<file path="config.mk">
export PLATFORM = sky130hd
export DESIGN_NAME = lsu_mem_ctrl_flat
export DESIGN_NICKNAME = d
export VERILOG_FILES = /design/src/rtl/lsu_mem_ctrl_if.sv /design/src/rtl/lsu_mem_ctrl.sv /design/src/flat_wrapper.sv
export SDC_FILE = /design/constraint.sdc
export NUM_CORES = 1
export LEC_CHECK = 0
export ABC_AREA = 1
export BUFFER_PORTS_ARGS = -buffer_cell sky130_fd_sc_hd__clkbuf_2
export CAP_MARGIN = 20
export CORE_ASPECT_RATIO = 0.7
export CORE_UTILIZATION = 35
export CTS_CLUSTER_DIAMETER = 100
export CTS_CLUSTER_SIZE = 30
export DETAILED_ROUTE_END_ITERATION = 7
export PLACE_DENSITY = 0.69
export SETUP_SLACK_MARGIN = 0.5
export SLEW_MARGIN = 15
export SYNTH_ARGS = -nofsm -noshare
export SYNTH_HDL_FRONTEND = slang
export SYNTH_SLANG_ARGS = --single-unit
</file>
<file path="constraint.sdc">
create_clock -name clk -period 1.8 [get_ports clk]
set_input_delay 0.27 -clock clk [delete_from_list [all_inputs] [get_ports clk]]
set_output_delay 0.27 -clock clk [all_outputs]
set_load 0.02 [all_outputs]
</file>
<file path="src/rtl/lsu_mem_ctrl_if.sv">
`default_nettype none
// ============================================================================
// Module   : lsu_mem_ctrl_if
// Purpose  : Bundles the LSQ request handshake, the 2-lane data-memory port
//            and the completion/writeback outputs of lsu_mem_ctrl.
// Ports    : none (signal container). Modports:
//              slave  - the controller (consumes req_*, mem_rdata)
//              master - the surrounding LSQ + memory + scoreboard side
// Revision : 1.0 - initial release
// ============================================================================
interface lsu_mem_ctrl_if #(
    parameter int DATA_WIDTH = 16,
    parameter int ADDR_WIDTH = 8
);
    // LSQ head entry
    logic                           req_valid;
    logic                           req_ready;
    logic                           req_is_store;
    logic [1:0]                     req_warp;
    logic [3:0]                     req_dest_reg;
    logic [3:0]                     req_mask;
    logic [7:0][ADDR_WIDTH-1:0]     req_addr;
    logic [7:0][DATA_WIDTH-1:0]     req_wdata;

    // Data-memory port, one lane pair per beat
    logic                           mem_en;
    logic                           mem_we;
    logic [1:0][ADDR_WIDTH-1:0]     mem_addr;
    logic [1:0][DATA_WIDTH-1:0]     mem_wdata;
    logic [1:0][DATA_WIDTH-1:0]     mem_rdata;

    // Completion and writeback
    logic                           busy;
    logic                           done_out;
    logic                           done_is_store;
    logic [1:0]                     done_warp;
    logic [3:0]                     done_dest_reg;
    logic [3:0]                     done_mask;
    logic [7:0][DATA_WIDTH-1:0]     reg_write_data;

    modport slave (
        input  req_valid, req_is_store, req_warp, req_dest_reg, req_mask, req_addr, req_wdata,
        output req_ready,
        output mem_en, mem_we, mem_addr, mem_wdata,
        input  mem_rdata,
        output busy, done_out, done_is_store, done_warp, done_dest_reg, done_mask, reg_write_data
    );

    modport master (
        output req_valid, req_is_store, req_warp, req_dest_reg, req_mask, req_addr, req_wdata,
        input  req_ready,
        input  mem_en, mem_we, mem_addr, mem_wdata,
        output mem_rdata,
        input  busy, done_out, done_is_store, done_warp, done_dest_reg, done_mask, reg_write_data
    );
endinterface
`default_nettype wire

</file>
<file path="src/rtl/lsu_mem_ctrl.sv">
`default_nettype none
// ============================================================================
// Module   : lsu_mem_ctrl
// Purpose  : Serialises one LSQ entry (8 lane addresses, optional store data)
//            onto a 2-lane data-memory port, one enabled lane pair per beat,
//            gathers load returns into an 8-lane buffer and pulses done with
//            the entry's tags.
// Ports    : clk    - clock, all state on rising edge
//            reset  - asynchronous active-low reset
//            bus    - lsu_mem_ctrl_if.slave (request, memory, completion)
// Revision : 1.0 - initial release
// ============================================================================
module lsu_mem_ctrl #(
    parameter int DATA_WIDTH  = 16,
    parameter int ADDR_WIDTH  = 8,
    parameter int MEM_LATENCY = 1     // legal 1..3
) (
    input  logic          clk,
    input  logic          reset,
    lsu_mem_ctrl_if.slave bus
);

    typedef enum logic [1:0] {
        S_IDLE  = 2'd0,
        S_ISSUE = 2'd1,
        S_DRAIN = 2'd2,
        S_DONE  = 2'd3
    } state_t;

    localparam logic [1:0] DRAIN_LAST = 2'(MEM_LATENCY - 1);
    localparam int         TAG_TAIL   = MEM_LATENCY - 1;

    state_t                         state_q, state_d;
    logic [1:0]                     ptr_q, ptr_d;
    logic [1:0]                     drain_q, drain_d;
    logic                           ready_q;

    // Latched entry; also serves as the done_* tags, which therefore stay
    // stable from completion until the next accept.
    logic                           is_store_q;
    logic [1:0]                     warp_q;
    logic [3:0]                     dest_q;
    logic [3:0]                     mask_q;
    logic [7:0][ADDR_WIDTH-1:0]     addr_q;
    logic [7:0][DATA_WIDTH-1:0]     wdata_q;
    logic [7:0][DATA_WIDTH-1:0]     buf_q;

    // Read-tag pipeline: a load beat's pair index travels alongside the
    // memory access and names the buffer lanes when its data emerges.
    logic [MEM_LATENCY-1:0]         tag_vld_q;
    logic [MEM_LATENCY-1:0][1:0]    tag_ptr_q;

    logic                           w_accept;
    logic                           w_issue;
    logic [1:0]                     w_first_ptr;
    logic [1:0]                     w_next_ptr;
    logic                           w_has_next;

    // ------------------------------------------------------------------
    // Mask scans: lowest set pair of the incoming entry, and the next set
    // pair above the current pointer of the latched entry.
    // ------------------------------------------------------------------
    always_comb begin
        w_first_ptr = 2'd0;
        for (int k = 3; k >= 0; k--) begin
            if (bus.req_mask[k]) begin
                w_first_ptr = 2'(k);
            end
        end
        w_has_next = 1'b0;
        w_next_ptr = ptr_q;
        for (int k = 3; k >= 0; k--) begin
            if (mask_q[k] && (2'(k) > ptr_q)) begin
                w_has_next = 1'b1;
                w_next_ptr = 2'(k);
            end
        end
    end

    // ------------------------------------------------------------------
    // FSM next state
    // ------------------------------------------------------------------
    always_comb begin
        state_d  = state_q;
        ptr_d    = ptr_q;
        drain_d  = drain_q;
        w_accept = 1'b0;
        case (state_q)
            S_IDLE: begin
                if (bus.req_valid && ready_q) begin
                    w_accept = 1'b1;
                    ptr_d    = w_first_ptr;
                    state_d  = (bus.req_mask == 4'd0) ? S_DONE : S_ISSUE;
                end
            end
            S_ISSUE: begin
                if (w_has_next) begin
                    ptr_d = w_next_ptr;
                end else if (is_store_q) begin
                    state_d = S_DONE;
                end else begin
                    state_d = S_DRAIN;
                    drain_d = DRAIN_LAST;
                end
            end
            S_DRAIN: begin
                // The final DRAIN cycle is the one in which the last
                // return emerges from the tag pipeline.
                if (drain_q == 2'd0) begin
                    state_d = S_DONE;
                end else begin
                    drain_d = drain_q - 2'd1;
                end
            end
            S_DONE: begin
                state_d = S_IDLE;
            end
            default: begin
                state_d = S_IDLE;
            end
        endcase
    end

    always_ff @(posedge clk or negedge reset) begin
        if (!reset) begin
            state_q <= S_IDLE;
            ptr_q   <= 2'd0;
            drain_q <= 2'd0;
            ready_q <= 1'b0;
        end else begin
            state_q <= state_d;
            ptr_q   <= ptr_d;
            drain_q <= drain_d;
            // Registered so that ready stays low while reset is asserted
            // and rises on the first edge after release.
            ready_q <= (state_d == S_IDLE);
        end
    end

    // ------------------------------------------------------------------
    // Entry latch, tag pipeline and load result buffer
    // ------------------------------------------------------------------
    always_ff @(posedge clk or negedge reset) begin
        if (!reset) begin
            is_store_q <= 1'b0;
            warp_q     <= 2'd0;
            dest_q     <= 4'd0;
            mask_q     <= 4'd0;
            addr_q     <= '0;
            wdata_q    <= '0;
        end else if (w_accept) begin
            is_store_q <= bus.req_is_store;
            warp_q     <= bus.req_warp;
            dest_q     <= bus.req_dest_reg;
            mask_q     <= bus.req_mask;
            addr_q     <= bus.req_addr;
            wdata_q    <= bus.req_wdata;
        end
    end

    always_ff @(posedge clk or negedge reset) begin
        if (!reset) begin
            tag_vld_q <= '0;
            tag_ptr_q <= '0;
        end else begin
            tag_vld_q[0] <= w_issue && !is_store_q;
            tag_ptr_q[0] <= ptr_q;
            for (int i = 1; i < MEM_LATENCY; i++) begin
                tag_vld_q[i] <= tag_vld_q[i-1];
                tag_ptr_q[i] <= tag_ptr_q[i-1];
            end
        end
    end

    always_ff @(posedge clk or negedge reset) begin
        if (!reset) begin
            buf_q <= '0;
        end else if (w_accept) begin
            // Lanes of masked pairs are never written and so read back 0.
            buf_q <= '0;
        end else if (tag_vld_q[TAG_TAIL]) begin
            buf_q[{tag_ptr_q[TAG_TAIL], 1'b0}] <= bus.mem_rdata[0];
            buf_q[{tag_ptr_q[TAG_TAIL], 1'b1}] <= bus.mem_rdata[1];
        end
    end

    // ------------------------------------------------------------------
    // Outputs; memory bus is forced to 0 whenever no beat is issued.
    // ------------------------------------------------------------------
    assign w_issue            = (state_q == S_ISSUE);

    assign bus.req_ready      = ready_q;
    assign bus.busy           = (state_q != S_IDLE);
    assign bus.mem_en         = w_issue;
    assign bus.mem_we         = w_issue && is_store_q;
    assign bus.mem_addr       = w_issue ? {addr_q[{ptr_q, 1'b1}], addr_q[{ptr_q, 1'b0}]} : '0;
    assign bus.mem_wdata      = w_issue ? {wdata_q[{ptr_q, 1'b1}], wdata_q[{ptr_q, 1'b0}]} : '0;

    assign bus.done_out       = (state_q == S_DONE);
    assign bus.done_is_store  = is_store_q;
    assign bus.done_warp      = warp_q;
    assign bus.done_dest_reg  = dest_q;
    assign bus.done_mask      = mask_q;
    assign bus.reg_write_data = buf_q;

endmodule
`default_nettype wire
</file>
<file path="src/flat_wrapper.sv">
// flat-port wrapper written by rule: the top's interface ports become plain ports
module lsu_mem_ctrl_flat 
#(
    parameter int DATA_WIDTH  = 16,
    parameter int ADDR_WIDTH  = 8,
    parameter int MEM_LATENCY = 1                  
)
  (clk, reset, bus_req_valid, bus_req_is_store, bus_req_warp, bus_req_dest_reg, bus_req_mask, bus_req_addr, bus_req_wdata, bus_req_ready, bus_mem_en, bus_mem_we, bus_mem_addr, bus_mem_wdata, bus_mem_rdata, bus_busy, bus_done_out, bus_done_is_store, bus_done_warp, bus_done_dest_reg, bus_done_mask, bus_reg_write_data);
  lsu_mem_ctrl_if #(.DATA_WIDTH(DATA_WIDTH), .ADDR_WIDTH(ADDR_WIDTH)) bus_i ();
  input  logic clk;
  input  logic reset;
  input wire logic [$bits(bus_i.req_valid)-1:0] bus_req_valid;
  input wire logic [$bits(bus_i.req_is_store)-1:0] bus_req_is_store;
  input wire logic [$bits(bus_i.req_warp)-1:0] bus_req_warp;
  input wire logic [$bits(bus_i.req_dest_reg)-1:0] bus_req_dest_reg;
  input wire logic [$bits(bus_i.req_mask)-1:0] bus_req_mask;
  input wire logic [$bits(bus_i.req_addr)-1:0] bus_req_addr;
  input wire logic [$bits(bus_i.req_wdata)-1:0] bus_req_wdata;
  output wire logic [$bits(bus_i.req_ready)-1:0] bus_req_ready;
  output wire logic [$bits(bus_i.mem_en)-1:0] bus_mem_en;
  output wire logic [$bits(bus_i.mem_we)-1:0] bus_mem_we;
  output wire logic [$bits(bus_i.mem_addr)-1:0] bus_mem_addr;
  output wire logic [$bits(bus_i.mem_wdata)-1:0] bus_mem_wdata;
  input wire logic [$bits(bus_i.mem_rdata)-1:0] bus_mem_rdata;
  output wire logic [$bits(bus_i.busy)-1:0] bus_busy;
  output wire logic [$bits(bus_i.done_out)-1:0] bus_done_out;
  output wire logic [$bits(bus_i.done_is_store)-1:0] bus_done_is_store;
  output wire logic [$bits(bus_i.done_warp)-1:0] bus_done_warp;
  output wire logic [$bits(bus_i.done_dest_reg)-1:0] bus_done_dest_reg;
  output wire logic [$bits(bus_i.done_mask)-1:0] bus_done_mask;
  output wire logic [$bits(bus_i.reg_write_data)-1:0] bus_reg_write_data;
  assign bus_i.req_valid = bus_req_valid;
  assign bus_i.req_is_store = bus_req_is_store;
  assign bus_i.req_warp = bus_req_warp;
  assign bus_i.req_dest_reg = bus_req_dest_reg;
  assign bus_i.req_mask = bus_req_mask;
  assign bus_i.req_addr = bus_req_addr;
  assign bus_i.req_wdata = bus_req_wdata;
  assign bus_req_ready = bus_i.req_ready;
  assign bus_mem_en = bus_i.mem_en;
  assign bus_mem_we = bus_i.mem_we;
  assign bus_mem_addr = bus_i.mem_addr;
  assign bus_mem_wdata = bus_i.mem_wdata;
  assign bus_i.mem_rdata = bus_mem_rdata;
  assign bus_busy = bus_i.busy;
  assign bus_done_out = bus_i.done_out;
  assign bus_done_is_store = bus_i.done_is_store;
  assign bus_done_warp = bus_i.done_warp;
  assign bus_done_dest_reg = bus_i.done_dest_reg;
  assign bus_done_mask = bus_i.done_mask;
  assign bus_reg_write_data = bus_i.reg_write_data;
  lsu_mem_ctrl #(.DATA_WIDTH(DATA_WIDTH), .ADDR_WIDTH(ADDR_WIDTH), .MEM_LATENCY(MEM_LATENCY)) u_core (.clk(clk), .reset(reset), .bus(bus_i));
endmodule
</file>
Word level (Yosys, flattened, before mapping)
Index checks and enable logic that the tools add are counted.
- bits in registers: 341
- bits of input ports: 238
- output and inout bits: 192
- logic and storage cells: 119
- $add $sub $neg: 1
- order comparisons: 10
- eq/ne operators: 9
- multiplexer cells: 45
- reduce and logical (&&, ||, !) cells: 20
- operators by type and width (cell ; number):
    $bwmux 128 ; 2
    $mux 128 ; 2
    $mux 16 ; 5
    $bmux 16 s2 ; 2
    $demux 16 s2 ; 2
    $mux 2 ; 17
    $bmux 8 s2 ; 2
    $mux 32 ; 1
    $lt 3x4->1 const B ; 4
    $mux 8 ; 2
    $logic_and 1x1->1 ; 9
    $ne 2x2->1 const B ; 4
    $pmux 2 s2 ; 2
    $pmux 2 s4 ; 1
    $reduce_and 4->1 ; 2
    $reduce_bool 2->1 ; 4
    $mux 1 ; 7
    $ge 3x1->1 const B ; 2
    $logic_not 2->1 ; 3
    $ne 5x5->1 const B ; 1
    $eq 2x2->1 const B ; 2
    $gt 1x2->1 const A ; 2
    $gt 2x2->1 const A ; 2
    $logic_not 4->1 ; 1
    other kinds (4) ; 4

Longest topological paths before layout
- word-level depth: 9
- gate-level depth with buffers: 9
- gate-level depth less buffers: 9

Worst setup path after synthesis
Ideal clock, no wire load.
- path type: reg-to-output
- from: register u_core.state_q[1]
- to: output port bus_mem_addr[0]
- arrival: 1.561 ns
- required time: 1.530 ns
- slack: -0.031 ns
- stages on the path, launching flop included: 6
- buffers on the path: 2
- cell sequence: dfrtp_1 nor2_4 clkinv_1 buf_2 clkbuf_1 a21oi_1
- word-level cells in the longest chain between the ends: 2
- RTL lines (what ; line ; source):
    start: declaration ; lsu_mem_ctrl.sv:33 ; state_t state_q, state_d;
    start signal: assignment ; lsu_mem_ctrl.sv:131 ; state_q <= state_d;
    $eq 2x1->1 ; lsu_mem_ctrl.sv:190 ; assign w_issue = (state_q == S_ISSUE);
    via bus_mem_en ; flat_wrapper.sv:20 ; output wire logic [$bits(bus_i.mem_en)-1:0] bus_mem_en;
    $mux 16 ; lsu_mem_ctrl.sv:196 ; assign bus.mem_addr = w_issue ? {addr_q[{ptr_q, 1'b1}], addr_q[{ptr_q, 1'b0}]} : '0;
    end: declaration ; flat_wrapper.sv:22 ; output wire logic [$bits(bus_i.mem_addr)-1:0] bus_mem_addr;
The timed path passes the listed nets, and every way through them passes these cells.

Final worst setup path
- from: register u_core.ptr_q[1]
- to: output port bus_mem_wdata[6]
- word-level cells in the longest chain between the ends: 3
- RTL lines (what ; line ; source):
    start: declaration ; lsu_mem_ctrl.sv:34 ; logic [1:0] ptr_q, ptr_d;
    start signal: assignment ; lsu_mem_ctrl.sv:132 ; ptr_q <= ptr_d;
    $bmux 16 s2 ; lsu_mem_ctrl.sv:197 ; assign bus.mem_wdata = w_issue ? {wdata_q[{ptr_q, 1'b1}], wdata_q[{ptr_q, 1'b0}]} : '0;
    $mux 16 (implied by the code) ; lsu_mem_ctrl.sv:197 ;
    $mux 32 ; lsu_mem_ctrl.sv:197 ;
    end: declaration ; flat_wrapper.sv:23 ; output wire logic [$bits(bus_i.mem_wdata)-1:0] bus_mem_wdata;
Every way passes these cells. The select of a mux whose other input is x is not followed.

==> flow_summary.toml <==
[outcome]
status = "complete, but fails checks"
violations = "negative setup slack"

[cts]
cts_sinks = 341
cts_root_buffer = "clkbuf_16"
cts.htree.levels = 1
clk_path_buf_depth = 3
insertion_delay_ns = 0.53
cts_made_buffers = 15
clk_pin_slew_ns = 0.12
tritoncts = "done"

[floorplanning]
io_pins = 430
die_area_sq_um = 42600
die_w_um = 246
fp.dieH_um = 173
row_count = 62
core_area_sq_um = 41100
start_util_pct = 35.6

[routing]
top_layer = "met4"
route.detailed.drc = 0
vias_per_cell = 5.21
routed_wl_um = 54700
dr.pass1.iters = 5
vias = 12900
wirelength_met1_um = 22300
drt_iter0_markers = 879
routed-wl-met2_um = 26100
wl_met3_um = 3830
wl_per_cell_um = 22.2
antenna_left = 0

[worst_hold_path]
hold_path.class = "in2reg"

[pwr]
swShare_pct = 42.0
clkPwrFrac_pct = 10.7
seq_power_share_pct = 35.5
internal_power_w = 0.0228
peakVddDrop_v = 0.00106
p_per_area_nw_per_um2 = 1760
combPwrFrac_pct = 53.8
p_sw_w = 0.0165
p_leak_nw = 10.7

[synthesis]
synthesis.nets = 1495
seq_area_frac_synth_pct = 58.4
ys_ff_latch = 341
synthCells = 1256
synth_edf_count = 0
synth.distinct_cells = 28
syn_area_sq_um = 14600
syn_area_per_cell_sq_um = 11.6
synth-async-reset-ratio_pct = 100
yosys_warnings = 0
ys.flop_type = "dfrtp_1"

[global_route]
grt_usage_pct = 23.6
grt_pass1_vias = 13400
grt_pass1_wl_um = 78300
grt_overflow_total = 0
antenna_found_initial = 5
grt_max_degree = 62

[cells_and_area]
multiInputGateArea_sq_um = 6130
n_fill_cell = 3318
drive_gt1_share_pct = 45.4
synthToLayoutAreaGrowth_pct = 52.7
layoutNonFillerInstCount = 2467
final_nets = 2155
fin_util_pct = 54.3
final_cell_mix = "377 x clkbuf_2, 338 x dfrtp_1, 205 x dlygate4sd3_1"
seqCellArea_sq_um = 8540
layout_commonest_cell = "clkbuf_2"

[timing]
min_period_over_period_pct = 130
postLayoutSetupSlackWorst_ns = -0.532
drv_slew = 0
skew_ns = 0.0160
finalSetupTns_ns = -31.21
max_freq_mhz = 429
setup_viol = 255
grt_setup_unrepaired = "true"
hold_ws_ns = 0.0413
finalHoldViolations = 0
period_needed_ns = 2.33
slew-limit-headroom_pct = 60.2
worstMarginPinSlew_ns = 0.598

[worst_setup_path]
cp-start-kind = "flip-flop"
worst_ep_arrival_time_ns = 2.06
required_ns = 1.53
end_kind = "primary output"
criticalPathCategory = "reg2out"
critical_path.max_fanout = 44

[job]
drv_cap = 0

[placement]
hpwl_um = 32800
gp_congestion = 0.872
numPortBuffers = 429
dp.cells = 2199
## synthesized netlist by cell type (2+ instances only)
library cell / count / area share [%]
dfrtp_1: 341 / 58
o21ai_0: 118 / 4.0
inv_1: 115 / 3.0
nor2_1: 105 / 2.7
mux2_4: 100 / 10
mux2_2: 99 / 7.6
nand3_1: 72 / 2.5
o22ai_1: 64 / 2.7
nand2_1: 59 / 1.5
buf_2: 42 / 1.4
a21oi_1: 34 / 1.2
a22oi_1: 33 / 1.7
clkbuf_1: 29 / 0.74
a31oi_1: 15 / 0.64
buf_6: 11 / 0.85
buf_1: 4 / 0.10
nor3_1: 3 / 0.10
o31ai_1: 2 / 0.10
## final timing paths
check                                                   start  cells after the start                                          to  slack, ns
worst max-delay path              u_core.ptr_q[1]$_DFFE_PN0P_                      6                            bus_mem_wdata[6]      -0.53
worst min register to register  u_core.drain_q[0]$_DFFE_PN0P_                      2               u_core.drain_q[0]$_DFFE_PN0P_       0.48
worst max register to register    u_core.state_q[1]$_DFF_PN0_                      8              u_core.wdata_q[66]$_DFFE_PN0P_      -0.11
max in group asynchronous                               reset                      4    u_core.bus.reg_write_data[9]$_DFFE_PN0P_       0.79
min in group asynchronous                               reset                      2               u_core.addr_q[17]$_DFFE_PN0P_       0.26
worst min-delay path                        bus_mem_rdata[11]                      3  u_core.bus.reg_write_data[107]$_DFFE_PN0P_       0.04
## worst max-delay path, stage by stage, from the launching register on
cell and delay, ns:
dfrtp_2 0.44, buf_4 0.16, buf_12 0.17, nor2_1 0.22
o21ai_1 0.17, a31oi_4 0.16, buf_4 0.16
## layer usage
| metal | track usage [%] | vias to the layer above |
|---|---|---|
| li1 | - | 5611 |
| met1 | 30.9 | 6416 |
| met2 | 39.1 | 663 |
| met3 | 3.85 | 174 |
| met4 | 9.31 | 0 |
| met5 | 0 | - |
## cells by family (layout without fill, tap and decap cells)
logic type	after synthesis	after routing	synth area share, %
and+or+nand+nor	244	244	7.03
buffers and inverters	204	865	6.19
AOI/OAI and AO/OA	267	267	10.4
DFF	341	341	58.4
muxes	199	199	17.9
adders and majority gates	1	1	0.0856
other	0	6	0
## power groups by stage
stage	Combinational, W	Clock (W)	Sequential, W
final	0.0211	0.00422	0.0139
after global routing	0.0222	0.00456	0.0142
after CTS	0.0193	0.00434	0.0137
after detailed placement	0.0174	0	0.0137
after global placement	0.0171	0	0.0136
after floorplan	0.0111	0	0.0148
## stage by stage
stage               cell area, sq um  total power (W)  setup slack [ns]
floorplan                      15800           0.0259             0.210
global placement               18500           0.0306            0.0940
detailed placement             18500           0.0312            0.0779
CTS                            21700           0.0373            -0.475
global route                   22300           0.0410            -0.569
finish                         22300           0.0392            -0.532
## area by class of cell
type,instances,area share [%]
well taps,544,3.05
repair buffers,730,27.2
multi-input cells,711,27.5
inverters,117,2.05
clock buffers,15,1.68
diodes,6,0.0673
clock inverters,3,0.224
flip-flops and latches,341,38.2
## what timing repair did
action                                  4_1_cts  5_1_grt
pin swaps                                     9       11
resized for setup                           102      168
hold endpoints to repair                    253        0
gates cloned                                  8       10
hold buffers                                205        0
setup buffers                                13        8
endpoints found under the setup margin      530      530
(Power assumes the default switching activity.)
